`src/rtl/parking_if.sv`:
```
// Parking controller bus: request side (entry/exit pulses, exit space number)
// and status side (occupancy, counts, pulses, gate drive).
//   master : requester, drives entry_req / exit_req / exit_space
//   slave  : controller, drives all status and pulse outputs
interface parking_if #(
    parameter int unsigned SPACES = 8
);
    logic                            entry_req;
    logic                            exit_req;
    logic [$clog2(SPACES)-1:0]       exit_space;
    logic [SPACES-1:0]               occupancy;
    logic [$clog2(SPACES+1)-1:0]     free_count;
    logic                            full;
    logic [$clog2(SPACES)-1:0]       park_number;
    logic                            ticket_valid;
    logic                            exit_ack;
    logic                            reject;
    logic                            exit_err;
    logic                            gate_open;
    logic                            busy;

    modport master (
        output entry_req, exit_req, exit_space,
        input  occupancy, free_count, full, park_number, ticket_valid,
        input  exit_ack, reject, exit_err, gate_open, busy
    );

    modport slave (
        input  entry_req, exit_req, exit_space,
        output occupancy, free_count, full, park_number, ticket_valid,
        output exit_ack, reject, exit_err, gate_open, busy
    );
endinterface

```
`src/rtl/parking_controller.sv`:
```
// Parking lot entry/exit sequencer. Owns the occupancy vector and serves one
// car at a time: entries get the lowest free space and a ticket, exits free
// the named space; either opens the gate for GATE_CYCLES cycles.
// Ports:
//   clk  : clock, rising edge
//   rst  : synchronous active-high reset
//   bus  : parking_if.slave (requests in, occupancy/status/pulses/gate out)
// SPACES must be a power of two >= 2 so every exit_space value names a space.
module parking_controller #(
    parameter int unsigned SPACES      = 8,
    parameter int unsigned GATE_CYCLES = 4
) (
    input  logic      clk,
    input  logic      rst,
    parking_if.slave  bus
);
    localparam int unsigned SpaceW = $clog2(SPACES);
    localparam int unsigned CountW = $clog2(SPACES + 1);
    localparam int unsigned CntW   = $clog2(GATE_CYCLES + 1);

    typedef enum logic [1:0] {StIdle, StGateIn, StGateOut} state_e;

    state_e              state_q, state_d;
    logic [SPACES-1:0]   occ_q, occ_d;
    logic [CountW-1:0]   free_q, free_d;
    logic [SpaceW-1:0]   park_q, park_d;
    logic [CntW-1:0]     cnt_q, cnt_d;
    logic                ticket_q, ticket_d;
    logic                ack_q, ack_d;
    logic                reject_q, reject_d;
    logic                err_q, err_d;

    logic [SpaceW-1:0]   free_idx;
    logic                free_found;

    // Lowest free space: scan downward so the last hit is the lowest index.
    always_comb begin
        free_idx   = '0;
        free_found = 1'b0;
        for (int i = int'(SPACES) - 1; i >= 0; i--) begin
            if (!occ_q[i]) begin
                free_idx   = SpaceW'(i);
                free_found = 1'b1;
            end
        end
    end

    always_comb begin
        state_d  = state_q;
        occ_d    = occ_q;
        free_d   = free_q;
        park_d   = park_q;
        cnt_d    = cnt_q;
        ticket_d = 1'b0;
        ack_d    = 1'b0;
        reject_d = 1'b0;
        err_d    = 1'b0;

        unique case (state_q)
            StIdle: begin
                // Exit has priority; a simultaneous entry is dropped silently.
                if (bus.exit_req) begin
                    if (occ_q[bus.exit_space]) begin
                        occ_d[bus.exit_space] = 1'b0;
                        free_d  = free_q + CountW'(1);
                        ack_d   = 1'b1;
                        cnt_d   = CntW'(GATE_CYCLES);
                        state_d = StGateOut;
                    end else begin
                        err_d = 1'b1;
                    end
                end else if (bus.entry_req) begin
                    if (free_found) begin
                        occ_d[free_idx] = 1'b1;
                        free_d   = free_q - CountW'(1);
                        park_d   = free_idx;
                        ticket_d = 1'b1;
                        cnt_d    = CntW'(GATE_CYCLES);
                        state_d  = StGateIn;
                    end else begin
                        reject_d = 1'b1;
                    end
                end
            end
            StGateIn, StGateOut: begin
                if (cnt_q == CntW'(1)) begin
                    cnt_d   = '0;
                    state_d = StIdle;
                end else begin
                    cnt_d = cnt_q - CntW'(1);
                end
            end
            default: state_d = StIdle;
        endcase
    end

    always_ff @(posedge clk) begin
        if (rst) begin
            state_q  <= StIdle;
            occ_q    <= '0;
            free_q   <= CountW'(SPACES);
            park_q   <= '0;
            cnt_q    <= '0;
            ticket_q <= 1'b0;
            ack_q    <= 1'b0;
            reject_q <= 1'b0;
            err_q    <= 1'b0;
        end else begin
            state_q  <= state_d;
            occ_q    <= occ_d;
            free_q   <= free_d;
            park_q   <= park_d;
            cnt_q    <= cnt_d;
            ticket_q <= ticket_d;
            ack_q    <= ack_d;
            reject_q <= reject_d;
            err_q    <= err_d;
        end
    end

    assign bus.occupancy    = occ_q;
    assign bus.free_count   = free_q;
    assign bus.full         = &occ_q;
    assign bus.park_number  = park_q;
    assign bus.ticket_valid = ticket_q;
    assign bus.exit_ack     = ack_q;
    assign bus.reject       = reject_q;
    assign bus.exit_err     = err_q;
    // The gate is open for exactly the cycles spent in a gate state.
    assign bus.gate_open    = (state_q != StIdle);
    assign bus.busy         = (state_q != StIdle);
endmodule

```
`src/flat_wrapper.sv`:
```
// flat-port wrapper written by rule: the top's interface ports become plain ports
module parking_controller_flat 
#(
    parameter int unsigned SPACES      = 8,
    parameter int unsigned GATE_CYCLES = 4
)
  (clk, rst, bus_entry_req, bus_exit_req, bus_exit_space, bus_occupancy, bus_free_count, bus_full, bus_park_number, bus_ticket_valid, bus_exit_ack, bus_reject, bus_exit_err, bus_gate_open, bus_busy);
  parking_if #(.SPACES(SPACES)) bus_i ();
  input  logic clk;
  input  logic rst;
  input wire logic [$bits(bus_i.entry_req)-1:0] bus_entry_req;
  input wire logic [$bits(bus_i.exit_req)-1:0] bus_exit_req;
  input wire logic [$bits(bus_i.exit_space)-1:0] bus_exit_space;
  output wire logic [$bits(bus_i.occupancy)-1:0] bus_occupancy;
  output wire logic [$bits(bus_i.free_count)-1:0] bus_free_count;
  output wire logic [$bits(bus_i.full)-1:0] bus_full;
  output wire logic [$bits(bus_i.park_number)-1:0] bus_park_number;
  output wire logic [$bits(bus_i.ticket_valid)-1:0] bus_ticket_valid;
  output wire logic [$bits(bus_i.exit_ack)-1:0] bus_exit_ack;
  output wire logic [$bits(bus_i.reject)-1:0] bus_reject;
  output wire logic [$bits(bus_i.exit_err)-1:0] bus_exit_err;
  output wire logic [$bits(bus_i.gate_open)-1:0] bus_gate_open;
  output wire logic [$bits(bus_i.busy)-1:0] bus_busy;
  assign bus_i.entry_req = bus_entry_req;
  assign bus_i.exit_req = bus_exit_req;
  assign bus_i.exit_space = bus_exit_space;
  assign bus_occupancy = bus_i.occupancy;
  assign bus_free_count = bus_i.free_count;
  assign bus_full = bus_i.full;
  assign bus_park_number = bus_i.park_number;
  assign bus_ticket_valid = bus_i.ticket_valid;
  assign bus_exit_ack = bus_i.exit_ack;
  assign bus_reject = bus_i.reject;
  assign bus_exit_err = bus_i.exit_err;
  assign bus_gate_open = bus_i.gate_open;
  assign bus_busy = bus_i.busy;
  parking_controller #(.SPACES(SPACES), .GATE_CYCLES(GATE_CYCLES)) u_core (.clk(clk), .rst(rst), .bus(bus_i));
endmodule
```
`config.mk`:
```
export PLATFORM = sky130hd
export DESIGN_NAME = parking_controller_flat
export DESIGN_NICKNAME = d
export VERILOG_FILES = /design/src/rtl/parking_if.sv /design/src/rtl/parking_controller.sv /design/src/flat_wrapper.sv
export SDC_FILE = /design/constraint.sdc
export NUM_CORES = 1
export LEC_CHECK = 0
export CORE_UTILIZATION = 41
export CTS_BUF_LIST = sky130_fd_sc_hd__clkbuf_2 sky130_fd_sc_hd__clkbuf_4 sky130_fd_sc_hd__clkbuf_8
export CTS_CLUSTER_SIZE = 24
export DETAILED_ROUTE_END_ITERATION = 8
export PLACE_DENSITY = 0.73
export SLEW_MARGIN = 30
export SYNTH_ARGS = -nofsm -noshare
export SYNTH_HDL_FRONTEND = slang
export SYNTH_SLANG_ARGS = --single-unit
```
`constraint.sdc`:
```
create_clock -name clk -period 2 [get_ports clk]
set_clock_uncertainty 0.1 [all_clocks]
set_input_delay 0.6 -clock clk [delete_from_list [all_inputs] [get_ports clk]]
set_output_delay 0.6 -clock clk [all_outputs]
set_load 0.005 [all_outputs]
```
* After elaboration in Yosys (flattened, before gate mapping)
Index checks and enable logic that the tools add are counted.
Operators by class: add/subtract/negate cells 3, multipliers 0, divide/modulo/power cells 0, $lt $le $gt $ge 4, equality and inequality tests 8, shifts and indexed selects 0, muxes and demuxes 46, bitwise gates (word level) 6, reductions and logical operators 15
Operators by type and width (count):
- $mux 3 | 13
- $mux 8 | 4
- $mux 4 | 4
- $reduce_and 4->1 | 4
- $mux 1 | 15
- $mux 2 | 5
- $and 8x8->8 | 1
- $lt 3x4->1 const B | 2
- $not 8->8 | 1
- $or 8x8->8 | 1
- $reduce_and 8->1 | 1
- $reduce_bool 2->1 | 4
- $demux 1 s3 | 2
- $ge 3x1->1 const B | 2
- $ne 3x2->1 const B | 2
- $pmux 3 s2 | 1
- $add 4x1->4 const B | 1
- $ne 2x1->1 const B | 2
- $pmux 2 s2 | 1
- $reduce_or 4->1 | 1
- $sub 4x1->4 const B | 1
- $bmux 1 s3 | 1
- $eq 3x1->1 const B | 1
- $ne 3x3->1 const B | 1
- 8 further kinds | 11
Storage, ports and cells: bits in registers 24, latch bits 0, memory bits (writable) 0, bits in read-only memories 0, input bits 7, output and inout bits 22, logic and storage cells 91, memories kept 0

* Depth between registers and ports, before layout
word-level depth 16, gate-level depth with buffers 8, gate-level depth less buffers 7

* Least setup slack after synthesis
No wires, ideal clock.
path kind input-to-reg, start point input bus_exit_space[0], end point register u_core.free_q[3], in the netlist u_core.bus.free_count[3], library setup time 122 ps, arrival time 1737 ps, required time 1778 ps, path slack 41 ps, stages on the path 6, buffers on the path 1, path through buf_6 mux2_4 o2bb2ai_1 nor4_1 a211oi_1 o21ai_1
Between the ends: cells in the longest elaborated chain, start to end 4
Ends and longest elaborated chain:
- start: declaration | RTL line flat_wrapper.sv:13 | input wire logic [$bits(bus_i.exit_space)-1:0] bus_exit_space;
- $bmux 1 s3 | RTL line parking_controller.sv:63 | if (occ_q[bus.exit_space]) begin
- $mux 1 (implied by the code) | RTL line parking_controller.sv:63
- $ne 2x1->1 (no source line)
- $reduce_and 4->1 (no source line)
- end signal: assignment | RTL line parking_controller.sv:101 | free_q <= CountW'(SPACES);
- end signal: assignment | RTL line parking_controller.sv:111 | free_q <= free_d;
- end: declaration | RTL line parking_controller.sv:25 | logic [CountW-1:0] free_q, free_d;
No other way between the ends. The select of a mux whose other input is x is not followed. A chain may end at the register's enable or synchronous reset.

* Worst setup path after layout
start point input bus_exit_space[0], end point register u_core.occ_q[1], in the netlist u_core.bus.occupancy[1]
Between the ends: cells in the longest elaborated chain, start to end 8, elaborated cells between the ends (all ways) 13, those cells by class order compare: 2; eq/ne: 1; mux: 6; bitwise: 2; reduce/logical: 2
Ends and longest elaborated chain:
- $lt 3x4->1 (implied by the code) / $ge 3x1->1 (equally long branches) | RTL line parking_controller.sv:64 | occ_d[bus.exit_space] = 1'b0;
- $logic_and 1x1->1 (implied by the code) | RTL line parking_controller.sv:64
- $mux 1 (implied by the code) | RTL line parking_controller.sv:64
- $demux 1 s3
- $not 8->8 (no source line)
- $and 8x8->8 (no source line)
- $mux 8 | RTL line parking_controller.sv:63
- $mux 8 | RTL line parking_controller.sv:62 | if (bus.exit_req) begin
- end signal: assignment | RTL line parking_controller.sv:100 | occ_q <= '0;
- end signal: assignment | RTL line parking_controller.sv:110 | occ_q <= occ_d;
- end: declaration | RTL line parking_controller.sv:24 | logic [SPACES-1:0] occ_q, occ_d;
Parallel ways exist; a longest one is shown, timed or not. The select of a mux whose other input is x is not followed.

==> flow_summary.toml <==
[route]
postRouteAntennaNets = 0
wl_per_cell_um = 15.7
vias_per_cell = 5.58
vias = 1529
drtIter0Drc = 86
wl_um = 4300
drt_pass1_iterations = 4
drc_errors = 0

[cells_and_area]
nNetsFinal = 245
post-route-util = 0.700
drive_gt1_frac = 0.387
stdcell_count = 274
antenna_cells = 0
syn_to_final_growth_pct = 56.2

[timing]
setup_ws_ns = 0.0137
tns_ns = 0
min_period_over_period = 0.993
min_period_ns = 1.99
hold_ws_ns = 0.396
hold_viol = 0
setup_viol = 0
tightest_slew_ns = 0.437
slew_viol_final = 0
max_clock_freq_mhz = 503
relSlewSlack = 0.706
grt_setup_unrepaired = "no"

[floorplan]
num_rows = 20
initial_core_util = 0.448
die-area_mm2 = 0.00368
die_w_um = 60.7
pin_count = 29
die_h_um = 60.7
core_area_mm2 = 0.00315

[synthesis]
synth_edf_count = 0
synth_fp_nets = 170
syn_area_mm2 = 0.00141
postSynthCellCount = 156
ys_warn_count = 0
async_flop_share = 0
yosysSeqAreaShare = 0.340
yosysMostFrequentCell = "dfxtp_1"
synth_top_area_frac = 0.340
synth_area_per_cell_um2 = 9.06
synth-seq-cells = 24
yosys-top-cells-area = "dfxtp_1 34%, ha_1 5.3%, a21oi_1 3.9%, nand2_1 3.5%, nor2_1 3.5%"
post-synth-top-area-cell = "dfxtp_1"
synth_flop_cell = "dfxtp_1"
synth_cell_types = 49
synthTopCellsByCount = "24 x dfxtp_1, 13 x nand2_1, 13 x nor2_1"

[placed_design]
dp_hpwl_um = 2890
io_buffers = 28
gp_congestion = 0.891
place_inst = 260
dp_slack_ns = -0.593

[worst_setup_path]
end_kind = "register"
cp.arrival_ns = 2.12
crit_fanout = 6
crit_type = "in2reg"
start_kind = "input pin"
critical_path_required_ns = 2.14

[cts]
cts_buffers = 3
clock-root-buffer = "clkbuf_4"
clock_latency_ns = 0.32
clk_pin_slew_ns = 0.14
cts_hold_buf = 0
cts_max_path_buffers = 2
htreeDepth = 1
cts_tree = "yes"
cts_sinks = 24

[grt]
grt_pass1_vias = 1429
grt_max_degree = 19
grt_usage = 0.245
gr-usage-met2 = 0.443
grt_overflow_total = 0
grt_use_met1 = 0.294
grtUsageMet3 = 0.0277
antenna_found_initial = 0
grt_pass1_wl_um = 6560
top_usage_layer = "met2"

[min_path]
hp-class = "reg2reg"

[run]
maxCapViolCount = 0

[status]
status = "finished clean"

[pwr]
peakVddDrop_mv = 0.365
power_density_mw_per_mm2 = 607
p_leak_nw = 0.988
## path summary, 6_finish.rpt
check	start	cells after the start	end	slack [ns]
hold / removal	u_core.bus.free_count[2]$_SDFFE_PP0P_	2	u_core.bus.free_count[2]$_SDFFE_PP0P_	0.40
hold reg to reg	u_core.bus.free_count[2]$_SDFFE_PP0P_	2	u_core.bus.free_count[2]$_SDFFE_PP0P_	0.40
setup / recovery	bus_exit_space[0]	8	u_core.bus.occupancy[1]$_SDFFE_PP0P_	0.01
setup reg to reg	u_core.bus.occupancy[7]$_SDFFE_PP0P_	8	u_core.bus.occupancy[1]$_SDFFE_PP0P_	0.09
## stage by stage
step	total power [mW]	instance area, um2
final	1.34	2210
after global routing	1.41	2210
after CTS	1.32	2180
after detailed placement	1.03	2010
after global placement	1.01	2010
after floorplan	0.802	1410
## where the power goes
group          internal, mW  total (mW)  switching (mW)
Combinational         0.273       0.523           0.250
Clock                 0.111       0.262           0.151
Sequential            0.522       0.553          0.0309
## critical path, cell delays in order
cell           delay, ns
dlygate4sd2_1       0.24
buf_6               0.14
mux2_4              0.32
o2bb2ai_1           0.20
buf_4               0.16
nor3_4              0.06
buf_4               0.14
a311oi_2            0.26
## flip-flops by register name (all words and copies together) (netlist names)
register                 count
u_core.bus.park_number       3
u_core.bus.ticket_valid      1
u_core.bus.reject            1
u_core.state_q               2
u_core.bus.free_count        4
u_core.bus.exit_err          1
u_core.bus.occupancy         8
u_core.bus.exit_ack          1
u_core.cnt_q                 3
## what timing repair did
item / CTS / global route
endpoints found under the setup margin: 30 / 8
pin swaps: 7 / 4
resized for setup: 41 / 10
setup buffers: 9 / 1
gates cloned: 0 / 0
## placed cells by master, fill, tap and decap left out, types with 3 or more instances in the layout
cell type,count
buf_4,44
clkdlybuf4s50_1,13
nand2_1,12
dfxtp_1,12
dfxtp_2,12
inv_1,11
a21oi_1,11
dlygate4sd2_1,11
nor2_1,10
o21ai_0,8
a211oi_1,5
ha_1,5
mux2i_2,3
o31ai_1,3
o21a_1,3
a221oi_1,3
clkbuf_4,3
dlymetal6s2s_1,3
## logic make-up after synthesis
family                     share of synthesized area
adders and majority gates                     0.0673
xor gates and xnor gates                      0.0124
AOI/OAI and AO/OA                              0.300
muxes                                         0.0345
DFF                                            0.340
and+or+nand+nor                                0.192
buffers and inverters                         0.0531
## area by class of cell
cell class	count	area (um2)
Clock buffer	4	36.3
Fill cell	254	946
Inverter	12	45.0
Multi-Input combinational cell	115	933
Sequential cell	24	495
Tap cell	44	55.1
Timing Repair Buffer	75	642
## per-layer routing
metal,wire (um),up-vias,part of all wire
met3,226,9,0.053
met2,2210,54,0.51
met1,1800,738,0.42
met5,0,-,0
met4,63,0,0.015
li1,-,728,-
(Power assumes the default switching activity.)
